[config.mk]
export PLATFORM = sky130hd
export DESIGN_NAME = inst_encoder_flat
export DESIGN_NICKNAME = d
export VERILOG_FILES = /design/src/rtl/rv_isa_pkg.sv /design/src/rtl/inst_encoder_if.sv /design/src/rtl/inst_enc_check.sv /design/src/rtl/inst_encoder.sv /design/src/flat_wrapper.sv
export SDC_FILE = /design/constraint.sdc
export NUM_CORES = 1
export LEC_CHECK = 0
export CAP_MARGIN = 20
export CORE_MARGIN = 5
export CORE_UTILIZATION = 40
export CTS_CLUSTER_SIZE = 8
export DETAILED_ROUTE_END_ITERATION = 10
export GPL_TIMING_DRIVEN = 1
export PLACE_DENSITY = 0.66
export SLEW_MARGIN = 20
export SYNTH_ARGS = -nofsm -noshare
export SYNTH_HDL_FRONTEND = slang
export SYNTH_SLANG_ARGS = --single-unit
[constraint.sdc]
create_clock -name clk -period 2.64 [get_ports clk]
set_clock_uncertainty 0.05 [all_clocks]
set_input_delay 0.528 -clock clk [delete_from_list [all_inputs] [get_ports clk]]
set_output_delay 0.528 -clock clk [all_outputs]
set_load 0.01 [all_outputs]
[src/rtl/rv_isa_pkg.sv]
// Purpose: RV32I opcode constants, instruction format classes and encoder error codes shared
//          by the instruction encoder and its range/format checker.
// Contents:
//   OP_*        5-bit major opcodes (inst[6:2])
//   fmt_e       instruction format class used to select the assembly layout
//   err_code_e  per-word error code (priority bad opcode > misaligned > out of range)
//   opcode_fmt  opcode -> format class lookup
package rv_isa_pkg;

  localparam logic [4:0] OP_LOAD   = 5'b00000;
  localparam logic [4:0] OP_FENCE  = 5'b00011;
  localparam logic [4:0] OP_IMM    = 5'b00100;
  localparam logic [4:0] OP_AUIPC  = 5'b00101;
  localparam logic [4:0] OP_STORE  = 5'b01000;
  localparam logic [4:0] OP_REG    = 5'b01100;
  localparam logic [4:0] OP_LUI    = 5'b01101;
  localparam logic [4:0] OP_BRANCH = 5'b11000;
  localparam logic [4:0] OP_JALR   = 5'b11001;
  localparam logic [4:0] OP_JAL    = 5'b11011;
  localparam logic [4:0] OP_SYSTEM = 5'b11100;

  typedef enum logic [2:0] {
    FMT_R,
    FMT_I,
    FMT_S,
    FMT_B,
    FMT_U,
    FMT_J,
    FMT_SYS,
    FMT_BAD
  } fmt_e;

  typedef enum logic [1:0] {
    ERR_NONE   = 2'b00,
    ERR_OPCODE = 2'b01,
    ERR_ALIGN  = 2'b10,
    ERR_RANGE  = 2'b11
  } err_code_e;

  // FENCE shares the {func12,rs1,func3,rd,op} layout with SYSTEM.
  function automatic fmt_e opcode_fmt(input logic [4:0] op);
    case (op)
      OP_REG:                    return FMT_R;
      OP_LOAD, OP_IMM, OP_JALR:  return FMT_I;
      OP_STORE:                  return FMT_S;
      OP_BRANCH:                 return FMT_B;
      OP_LUI, OP_AUIPC:          return FMT_U;
      OP_JAL:                    return FMT_J;
      OP_SYSTEM, OP_FENCE:       return FMT_SYS;
      default:                   return FMT_BAD;
    endcase
  endfunction

endpackage

[src/rtl/inst_encoder_if.sv]
// Purpose: request/response bundle of the instruction encoder.
// Signals:
//   in_valid/in_ready    request handshake
//   in_opcode..in_func12 instruction fields (imm is sign-extended, decoder form)
//   out_valid/out_ready  result handshake
//   out_inst/out_err/out_err_code  encoded word and its error status
// Modports: master = requester/consumer side, slave = encoder side.
interface inst_encoder_if;

  logic        in_valid;
  logic        in_ready;
  logic [4:0]  in_opcode;
  logic [31:0] in_imm;
  logic [4:0]  in_rs1;
  logic [4:0]  in_rs2;
  logic [4:0]  in_rd;
  logic [2:0]  in_func3;
  logic [6:0]  in_func7;
  logic [11:0] in_func12;

  logic        out_valid;
  logic        out_ready;
  logic [31:0] out_inst;
  logic        out_err;
  logic [1:0]  out_err_code;

  modport master (
    output in_valid, in_opcode, in_imm, in_rs1, in_rs2, in_rd, in_func3, in_func7, in_func12,
    output out_ready,
    input  in_ready, out_valid, out_inst, out_err, out_err_code
  );

  modport slave (
    input  in_valid, in_opcode, in_imm, in_rs1, in_rs2, in_rd, in_func3, in_func7, in_func12,
    input  out_ready,
    output in_ready, out_valid, out_inst, out_err, out_err_code
  );

endinterface

[src/rtl/inst_enc_check.sv]
// Purpose: combinational classifier for the encoder's first stage. Maps the opcode to a format
//          class and checks the immediate against what that format can represent.
// Ports:
//   opcode    in  5   inst[6:2]
//   imm       in  32  sign-extended immediate
//   fmt       out     format class (FMT_BAD for unknown opcodes)
//   err_code  out     ERR_NONE / ERR_OPCODE / ERR_ALIGN / ERR_RANGE
// RANGE_CHECK=0 reports only bad opcodes; immediates are then truncated by the assembler.
module inst_enc_check
  import rv_isa_pkg::*;
#(
  parameter bit RANGE_CHECK = 1'b1
) (
  input  logic [4:0]  opcode,
  input  logic [31:0] imm,
  output fmt_e        fmt,
  output err_code_e   err_code
);

  logic fits12;  // signed 12-bit (I/S)
  logic fits13;  // signed 13-bit (B)
  logic fits21;  // signed 21-bit (J)

  always_comb begin
    fmt      = opcode_fmt(opcode);
    fits12   = (imm[31:11] == {21{imm[11]}});
    fits13   = (imm[31:12] == {20{imm[12]}});
    fits21   = (imm[31:20] == {12{imm[20]}});
    err_code = ERR_NONE;
    if (fmt == FMT_BAD) begin
      err_code = ERR_OPCODE;
    end else if (RANGE_CHECK) begin
      // Alignment is tested before range so a misaligned, out-of-range word reports ERR_ALIGN.
      case (fmt)
        FMT_I, FMT_S: if (!fits12) err_code = ERR_RANGE;
        FMT_B: begin
          if (imm[0])       err_code = ERR_ALIGN;
          else if (!fits13) err_code = ERR_RANGE;
        end
        FMT_J: begin
          if (imm[0])       err_code = ERR_ALIGN;
          else if (!fits21) err_code = ERR_RANGE;
        end
        FMT_U: if (imm[11:0] != 12'h000) err_code = ERR_ALIGN;
        default: ;
      endcase
    end
  end

endmodule

[src/rtl/inst_encoder.sv]
// Purpose: packs opcode/imm/register/func fields into a 32-bit RV32I word. Two-stage
//          valid/ready pipeline: S1 registers the fields with their classification and error
//          code, S2 registers the assembled word. Errored words are emitted (as 32'h0 with
//          out_err=1), never dropped, so output order always equals input order.
// Ports:
//   clk, rst_n        clock, asynchronous active-low reset
//   bus               inst_encoder_if.slave request/response bundle
//   cnt_clr           synchronous clear of both counters (wins over an increment)
//   cnt_ok, cnt_err   wrap-around counts of emitted good / errored words
module inst_encoder
  import rv_isa_pkg::*;
#(
  parameter int unsigned CNT_W       = 16,
  parameter bit          RANGE_CHECK = 1'b1
) (
  input  logic             clk,
  input  logic             rst_n,
  inst_encoder_if.slave    bus,
  input  logic             cnt_clr,
  output logic [CNT_W-1:0] cnt_ok,
  output logic [CNT_W-1:0] cnt_err
);

  fmt_e      chk_fmt;
  err_code_e chk_err;

  logic        s1_valid_q;
  logic [4:0]  s1_op_q;
  logic [31:0] s1_imm_q;
  logic [4:0]  s1_rs1_q, s1_rs2_q, s1_rd_q;
  logic [2:0]  s1_f3_q;
  logic [6:0]  s1_f7_q;
  logic [11:0] s1_f12_q;
  fmt_e        s1_fmt_q;
  err_code_e   s1_err_q;

  logic        out_valid_q;
  logic [31:0] out_inst_q;
  logic        out_err_q;
  logic [1:0]  out_code_q;

  logic [CNT_W-1:0] cnt_ok_q, cnt_err_q;

  logic        s1_load, s2_load, out_fire;
  logic [31:0] asm_inst;

  inst_enc_check #(
    .RANGE_CHECK(RANGE_CHECK)
  ) u_check (
    .opcode  (bus.in_opcode),
    .imm     (bus.in_imm),
    .fmt     (chk_fmt),
    .err_code(chk_err)
  );

  // S2 frees up when empty or draining this cycle; S1 frees up when empty or moving into S2,
  // so both stages advance together under a simultaneous in/out handshake.
  assign s2_load  = !out_valid_q || bus.out_ready;
  assign s1_load  = !s1_valid_q || s2_load;
  assign out_fire = out_valid_q && bus.out_ready;

  assign bus.in_ready     = s1_load;
  assign bus.out_valid    = out_valid_q;
  assign bus.out_inst     = out_inst_q;
  assign bus.out_err      = out_err_q;
  assign bus.out_err_code = out_code_q;
  assign cnt_ok           = cnt_ok_q;
  assign cnt_err          = cnt_err_q;

  // S1: fields plus the classification result.
  always_ff @(posedge clk or negedge rst_n) begin
    if (!rst_n) begin
      s1_valid_q <= 1'b0;
      s1_op_q    <= '0;
      s1_imm_q   <= '0;
      s1_rs1_q   <= '0;
      s1_rs2_q   <= '0;
      s1_rd_q    <= '0;
      s1_f3_q    <= '0;
      s1_f7_q    <= '0;
      s1_f12_q   <= '0;
      s1_fmt_q   <= FMT_R;
      s1_err_q   <= ERR_NONE;
    end else if (s1_load) begin
      s1_valid_q <= bus.in_valid;
      if (bus.in_valid) begin
        s1_op_q  <= bus.in_opcode;
        s1_imm_q <= bus.in_imm;
        s1_rs1_q <= bus.in_rs1;
        s1_rs2_q <= bus.in_rs2;
        s1_rd_q  <= bus.in_rd;
        s1_f3_q  <= bus.in_func3;
        s1_f7_q  <= bus.in_func7;
        s1_f12_q <= bus.in_func12;
        s1_fmt_q <= chk_fmt;
        s1_err_q <= chk_err;
      end
    end
  end

  // S2 assembly mux; errored words become all-zero.
  always_comb begin
    asm_inst = '0;
    case (s1_fmt_q)
      FMT_R:   asm_inst = {s1_f7_q, s1_rs2_q, s1_rs1_q, s1_f3_q, s1_rd_q, s1_op_q, 2'b11};
      FMT_I:   asm_inst = {s1_imm_q[11:0], s1_rs1_q, s1_f3_q, s1_rd_q, s1_op_q, 2'b11};
      FMT_S:   asm_inst = {s1_imm_q[11:5], s1_rs2_q, s1_rs1_q, s1_f3_q, s1_imm_q[4:0],
                           s1_op_q, 2'b11};
      FMT_B:   asm_inst = {s1_imm_q[12], s1_imm_q[10:5], s1_rs2_q, s1_rs1_q, s1_f3_q,
                           s1_imm_q[4:1], s1_imm_q[11], s1_op_q, 2'b11};
      FMT_U:   asm_inst = {s1_imm_q[31:12], s1_rd_q, s1_op_q, 2'b11};
      FMT_J:   asm_inst = {s1_imm_q[20], s1_imm_q[10:1], s1_imm_q[11], s1_imm_q[19:12],
                           s1_rd_q, s1_op_q, 2'b11};
      FMT_SYS: asm_inst = {s1_f12_q, s1_rs1_q, s1_f3_q, s1_rd_q, s1_op_q, 2'b11};
      default: asm_inst = '0;
    endcase
    if (s1_err_q != ERR_NONE) asm_inst = '0;
  end

  // S2: output register; contents only change when S2 loads, so they hold while stalled.
  always_ff @(posedge clk or negedge rst_n) begin
    if (!rst_n) begin
      out_valid_q <= 1'b0;
      out_inst_q  <= '0;
      out_err_q   <= 1'b0;
      out_code_q  <= '0;
    end else if (s2_load) begin
      out_valid_q <= s1_valid_q;
      if (s1_valid_q) begin
        out_inst_q <= asm_inst;
        out_err_q  <= (s1_err_q != ERR_NONE);
        out_code_q <= s1_err_q;
      end
    end
  end

  always_ff @(posedge clk or negedge rst_n) begin
    if (!rst_n) begin
      cnt_ok_q  <= '0;
      cnt_err_q <= '0;
    end else if (cnt_clr) begin
      cnt_ok_q  <= '0;
      cnt_err_q <= '0;
    end else if (out_fire) begin
      if (out_err_q) cnt_err_q <= cnt_err_q + CNT_W'(1);
      else           cnt_ok_q  <= cnt_ok_q + CNT_W'(1);
    end
  end

endmodule

[src/flat_wrapper.sv]
// flat-port wrapper written by rule: the top's interface ports become plain ports
module inst_encoder_flat import rv_isa_pkg::*;
#(
  parameter int unsigned CNT_W       = 16,
  parameter bit          RANGE_CHECK = 1'b1
)
  (clk, rst_n, cnt_clr, cnt_ok, cnt_err, bus_in_valid, bus_in_opcode, bus_in_imm, bus_in_rs1, bus_in_rs2, bus_in_rd, bus_in_func3, bus_in_func7, bus_in_func12, bus_out_ready, bus_in_ready, bus_out_valid, bus_out_inst, bus_out_err, bus_out_err_code);
  inst_encoder_if bus_i ();
  input  logic clk;
  input  logic rst_n;
  input  logic cnt_clr;
  output logic [CNT_W-1:0] cnt_ok;
  output logic [CNT_W-1:0] cnt_err;
  input wire logic [$bits(bus_i.in_valid)-1:0] bus_in_valid;
  input wire logic [$bits(bus_i.in_opcode)-1:0] bus_in_opcode;
  input wire logic [$bits(bus_i.in_imm)-1:0] bus_in_imm;
  input wire logic [$bits(bus_i.in_rs1)-1:0] bus_in_rs1;
  input wire logic [$bits(bus_i.in_rs2)-1:0] bus_in_rs2;
  input wire logic [$bits(bus_i.in_rd)-1:0] bus_in_rd;
  input wire logic [$bits(bus_i.in_func3)-1:0] bus_in_func3;
  input wire logic [$bits(bus_i.in_func7)-1:0] bus_in_func7;
  input wire logic [$bits(bus_i.in_func12)-1:0] bus_in_func12;
  input wire logic [$bits(bus_i.out_ready)-1:0] bus_out_ready;
  output wire logic [$bits(bus_i.in_ready)-1:0] bus_in_ready;
  output wire logic [$bits(bus_i.out_valid)-1:0] bus_out_valid;
  output wire logic [$bits(bus_i.out_inst)-1:0] bus_out_inst;
  output wire logic [$bits(bus_i.out_err)-1:0] bus_out_err;
  output wire logic [$bits(bus_i.out_err_code)-1:0] bus_out_err_code;
  assign bus_i.in_valid = bus_in_valid;
  assign bus_i.in_opcode = bus_in_opcode;
  assign bus_i.in_imm = bus_in_imm;
  assign bus_i.in_rs1 = bus_in_rs1;
  assign bus_i.in_rs2 = bus_in_rs2;
  assign bus_i.in_rd = bus_in_rd;
  assign bus_i.in_func3 = bus_in_func3;
  assign bus_i.in_func7 = bus_in_func7;
  assign bus_i.in_func12 = bus_in_func12;
  assign bus_i.out_ready = bus_out_ready;
  assign bus_in_ready = bus_i.in_ready;
  assign bus_out_valid = bus_i.out_valid;
  assign bus_out_inst = bus_i.out_inst;
  assign bus_out_err = bus_i.out_err;
  assign bus_out_err_code = bus_i.out_err_code;
  inst_encoder #(.CNT_W(CNT_W), .RANGE_CHECK(RANGE_CHECK)) u_core (.clk(clk), .rst_n(rst_n), .bus(bus_i), .cnt_clr(cnt_clr), .cnt_ok(cnt_ok), .cnt_err(cnt_err));
endmodule
==> results of run 1 <==
## cell type report
cell class / count / area, um^2
timing repair buffer: 163 / 1660
fill: 1508 / 7440
clock buffer: 20 / 447
sequential: 147 / 3680
multi-input combinational: 538 / 2830
clock inverter: 12 / 158
tap: 220 / 275
inverter: 11 / 41.3
## flip-flops by register name (all words and copies together), names as in the netlist, 7 cells and up
register,flops
u_core.s1_imm_q,32
u_core.bus.out_inst,31
u_core.cnt_err,16
u_core.cnt_ok,16
u_core.s1_f12_q,12
u_core.s1_f7_q,7
## final timing paths
path / startpoint / to / depth (start not counted)
min in group clk: u_core.s1_f12_q[7] / u_core.s1_f12_q[7] / 2
worst min-delay path: rst_n / u_core.cnt_ok[4] / 1
max in group asynchronous: rst_n / u_core.s1_imm_q[19] / 2
worst max-delay path: bus_out_ready / bus_in_ready / 3
worst max register to register: u_core.s1_fmt_q[2] / u_core.bus.out_inst[22] / 4
worst min register to register: u_core.s1_f12_q[7] / u_core.s1_f12_q[7] / 2
## critical path: cells and delay by family
family,cells,cell delay [ps]
buffers and inverters,2,1130
AND/OR/NAND/NOR,1,230
## cells by family after synthesis
kind of cell | count (synthesis) | share of synthesized area
adder cells (fa/ha/maj) | 2 | 0.00373
XOR/XNOR | 18 | 0.0235
multiplexers | 15 | 0.0248
AND/OR/NAND/NOR | 375 | 0.243
buffers and inverters | 51 | 0.0306
AO/OA/AOI/OAI | 128 | 0.126
flip-flops | 147 | 0.548
## cell usage in the layout (no fill, tap or decap), types with 6 or more instances in the layout
cell type          n
mux2i_1           11
a31oi_1            6
clkinvlp_4         6
a22o_1            15
clkdlybuf4s50_1  146
nor3_1             6
nand4_1            9
nor4_1             7
buf_4             11
nor2_1            34
nand2_1          259
xnor2_1            9
inv_1             10
nand3_1           14
o21ai_0           32
dfrtp_1          147
or3_1             16
xor2_1             9
a21oi_1           23
o221ai_1           8
a22oi_1           19
clkbuf_16         17
o21ai_1           11
## per-layer routing
metal	track usage	up-vias	part of all wire
met3	0.0501	28	0.068
met2	0.281	191	0.45
met5	0	-	0.00073
met4	0.0628	2	0.020
met1	0.258	2728	0.46
li1	-	2801	-
## stage by stage
stage                     worst slack, ps  power (uW)
after floorplan                       735        3170
after global placement               74.9        3680
after detailed placement             47.4        3700
after CTS                             182        6160
after global routing                  140        6400
final                                 171        6110
## power by group
part / total [uW] / switching [uW] / internal (uW)
sequential: 2660 / 183 / 2480
clock: 2460 / 947 / 1510
combinational: 992 / 511 / 481
total: 6110 / 1640 / 4470
==> flow_summary.toml, run 1 <==
[status]
outcome = "finished clean"

[clocking]
htree_levels = 4
post_cts_buffers = 0
cts_buffer_depth = 2
cts_tree = "yes"
root_buffer = "clkbuf_16"
ctsHoldBuffers = 0
clock_sinks = 147
clk_latency_ps = 420
cts_resized = 0
cts_buffers = 17
clkTransAtPathRegs_ps = 60

[die]
initial_utilization = 0.406
die_h_um = 140
die_w_um = 140
core_um2 = 16500
dieArea_um2 = 19500
ios = 148
num_rows = 47

[sta]
fin_tns_setup_ps = 0
rsz0062_at_grt = "false"
hold_viol_final = 0
tightest_slew_ps = 687
worst_hold_slack_ps = 0.555
finalSetupViolCount = 0
post-route-period-util = 0.935
layout_min_cycle_time_ps = 2470
drv_slew = 0
fmax_mhz = 405
slew_headroom = 0.542

[cells_and_area]
drive_above_1_share = 0.0696
nNetsFinal = 959
finalInstanceArea_um2 = 9080
final_core_util = 0.550
syn_to_final_growth_pct = 35.4
diodes = 0
stdcell_count = 1111

[power_and_ir_drop]
powerDensity_nw_per_um2 = 673
leakage_uw = 0.00405
peakVddDrop_v = 0.000498

[run]
maxCapViolCount = 0

[detailed_routing]
vias = 5750
drt_iter0_drc = 309
viasPerCell = 5.18
drt-pass1-iter-count = 6
ant_nets = 0
avgRoutedWirePerCell_um = 16.0
routed_wirelength_mm = 17.8
drc = 0

[place]
dp_cells = 1079
postPlaceCellArea_um2 = 8480
place_hpwl_mm = 12.9
gp_congestion = 0.816
io_buffers = 147

[grt]
grt_use_total = 0.185
grt_max_degree = 62
grt_overflow_total = 0
grt_pass1_wl_mm = 29.1
antenna_found_initial = 1
grt_pass1_vias = 5675

[logic_synthesis]
avgSynthCellArea_um2 = 9.12
yosys.area.top_type = "dfrtp_1"
synth_top_area_frac = 0.548
yosys_warnings = 0
ys.flop_type = "dfrtp_1"
synth_nets = 817
netlist_area_um2 = 6710
synth_most_common_cell = "nand2_1"
synthTopCellsByArea = "dfrtp_1 55%, nand2_1 15%, o21ai_0 2.4%"
ys_seq_area_frac = 0.548
synth-edff-count = 0
async_flop_share = 1.00
ys_types = 52
ys_ff_latch = 147
syn_inst = 736
synthTopCellsByCount = "260 x nand2_1, 147 x dfrtp_1, 34 x nor2_1"

[critical_path]
r2r_slack_ps = 660
cp_data_required_time_ps = 2060
crit_path_end_kind = "output pin"
path_cells = "clkdlybuf4s50_1 -> nand3b_1 -> clkdlybuf4s50_1"
timing_worst_setup_path_type = "primary input to output pin"
worst_ep_arrival_time_ps = 1890
cp_max_fo = 6
cpMostUsedCell = "clkdlybuf4s50_1"
slowest_delay_ps = 570
startpoint_type = "primary input"
slowest_stage = "clkdlybuf4s50_1"

[min_path]
hold_path_class = "primary input to async pin"
No activity file was read; power rests on OpenSTA's default activity.
==> run 2: changes to the inputs <==
--- a/config.mk
+++ b/config.mk
@@ -5,6 +5,7 @@
 export SDC_FILE = /design/constraint.sdc
 export NUM_CORES = 1
 export LEC_CHECK = 0
+export ABC_CLOCK_PERIOD_IN_PS = 2640
 export CAP_MARGIN = 20
 export CORE_MARGIN = 5
 export CORE_UTILIZATION = 40
==> constraint.sdc (replaced) <==
create_clock -name clk -period 2.64 [get_ports clk]
set_clock_uncertainty 0.05 [all_clocks]
set_input_delay 0.66 -clock clk [delete_from_list [all_inputs] [get_ports clk]]
set_output_delay 0.66 -clock clk [all_outputs]
set_load 0.01 [all_outputs]
==> run 2 against run 1 <==
Against the previous run: sequential power about the same; clock power decreased by 3%; worst hold slack improved by 150 ps; setup slack got worse by 66 ps; critical endpoint unchanged; largest cell class unchanged; highest routed layer unchanged.
==> flow_summary.toml, run 2 (synthesized netlist as in run 1, its figures left out) <==
[clocking]
cts_tree = "yes"
cts_buffer_depth = 2
clk_latency_ps = 410
ctsHoldBuffers = 0
cts_resized = 0
post_cts_buffers = 0
root_buffer = "clkbuf_16"
clkTransAtPathRegs_ps = 60
clock_sinks = 147
cts_buffers = 17
htree_levels = 4

[grt]
antenna_found_initial = 1
grt_use_total = 0.189
grt_overflow_total = 0
grt_max_degree = 62
grt_pass1_vias = 5695
grt_pass1_wl_mm = 29.7

[critical_path]
slowest_delay_ps = 550
slowest_stage = "clkdlybuf4s50_1"
path_buf_inv = 2
ff2ff_path_depth = 5
r2r_slack_ps = 700
cp_data_required_time_ps = 1930
r2r_end = "u_core.bus.out_inst[22]"
rr_startpoint = "u_core.s1_fmt_q[0]"
cp_max_fo = 2
timing_worst_setup_path_type = "primary input to output pin"
worst_ep_arrival_time_ps = 1820
crit_path_end_kind = "output pin"
path_cells = "clkdlybuf4s50_1 -> nand3b_1 -> clkdlybuf4s50_1"
startpoint_type = "primary input"
cp_top_family = "buffers and inverters"
cpMostUsedCell = "clkdlybuf4s50_1"

[place]
io_buffers = 147
place_hpwl_mm = 13.3
gp_congestion = 0.824
dp_cells = 1097

[detailed_routing]
drt_iter0_drc = 321
ant_nets = 0
routed_wirelength_mm = 18.2
viasPerCell = 5.14
drt-pass1-iter-count = 5
avgRoutedWirePerCell_um = 16.1
drc = 0
vias = 5801

[power_and_ir_drop]
powerDensity_nw_per_um2 = 661
pwr-share-comb = 0.168
power_frac_clock = 0.394
peakVddDrop_v = 0.000459
p_int_uw = 4400
switchingPower_uw = 1680
p_sw_frac = 0.276
power.share.sequential = 0.437
leakage_uw = 0.00414

[die]
initial_utilization = 0.406
dieArea_um2 = 19500
die_h_um = 140
die_w_um = 140
ios = 148
num_rows = 47
core_um2 = 16500

[sta]
rsz0062_at_grt = "false"
layout_min_cycle_time_ps = 2530
tightest_slew_ps = 670
finalSetupViolCount = 0
fin_tns_setup_ps = 0
fmax_mhz = 394
slew_headroom = 0.552
post-route-period-util = 0.960
hold_viol_final = 0
drv_slew = 0

[cells_and_area]
diodes = 0
largest_register = "u_core.s1_imm_q"
layout_commonest_cell = "nand2_1"
nNetsFinal = 977
largest_reg_flops = 32
stdcell_count = 1129
syn_to_final_growth_pct = 37.0
layout_common_cells = "259 x nand2_1, 147 x dfrtp_1, 146 x clkdlybuf4s50_1, 34 x nor2_1, 32 x o21ai_0"
drive_above_1_share = 0.0902

[status]
outcome = "finished clean"

[run]
maxCapViolCount = 0

[min_path]
hold_path_class = "primary input to async pin"
[run 2: changes by cell type in the layout (fill, tap and decap cells not counted)]
cell	previous run	this run
bufinv_16	3	2
clkinv_4	2	3
buf_4	11	30
inv_6	0	3
clkbuf_1	2	0
clkinvlp_4	6	4
buf_12	5	4
clkinv_2	1	2
[run 2: final cells by class]
cell class	instances	area [um^2]
Clock buffer	18	439
Clock inverter	14	153
Fill cell	1475	7330
Inverter	11	41.3
Multi-Input combinational cell	538	2830
Sequential cell	147	3680
Tap cell	220	275
Timing Repair Buffer	181	1780
[run 2: layer usage]
layer	GRT usage	wire length [um]	vias up
li1	-	-	2840
met1	0.263	8400	2746
met2	0.292	8280	194
met3	0.0563	1230	19
met4	0.0474	226	2
met5	0	13	-
[run 2: how the worst max path moves through the flow]
stage	from	endpoint	slack, ps	depth (start not counted)
final	bus_out_ready	bus_in_ready	110	3
after global routing	bus_out_ready	bus_in_ready	80	3
after CTS	bus_out_ready	bus_in_ready	110	3
after detailed placement	bus_in_imm[14]	u_core.s1_err_q[0]	-90	7
after global placement	bus_in_imm[14]	u_core.s1_err_q[0]	-60	7
after floorplan	bus_in_imm[21]	u_core.s1_err_q[0]	600	5
[run 2: metrics by stage]
step	util	cell area, um^2	worst slack (ps)	total power (uW)	hold slack (ps)
finish	0.556	9200	105	6070	148
global route	0.556	9200	83.2	6370	185
CTS	0.556	9200	114	6140	162
detailed placement	0.521	8600	-92.7	3720	413
global placement	0.521	8600	-65.0	3700	408
floorplan	-	6710	603	3170	314
[run 2: power by group through the flow]
stage                     sequential (uW)  combinational (uW)  clock [uW]
after floorplan                      2660                 517           0
after global placement               2690                1010           0
after detailed placement             2690                1030           0
after CTS                            2660                1030        2450
after global routing                 2690                1140        2540
final                                2660                1020        2390
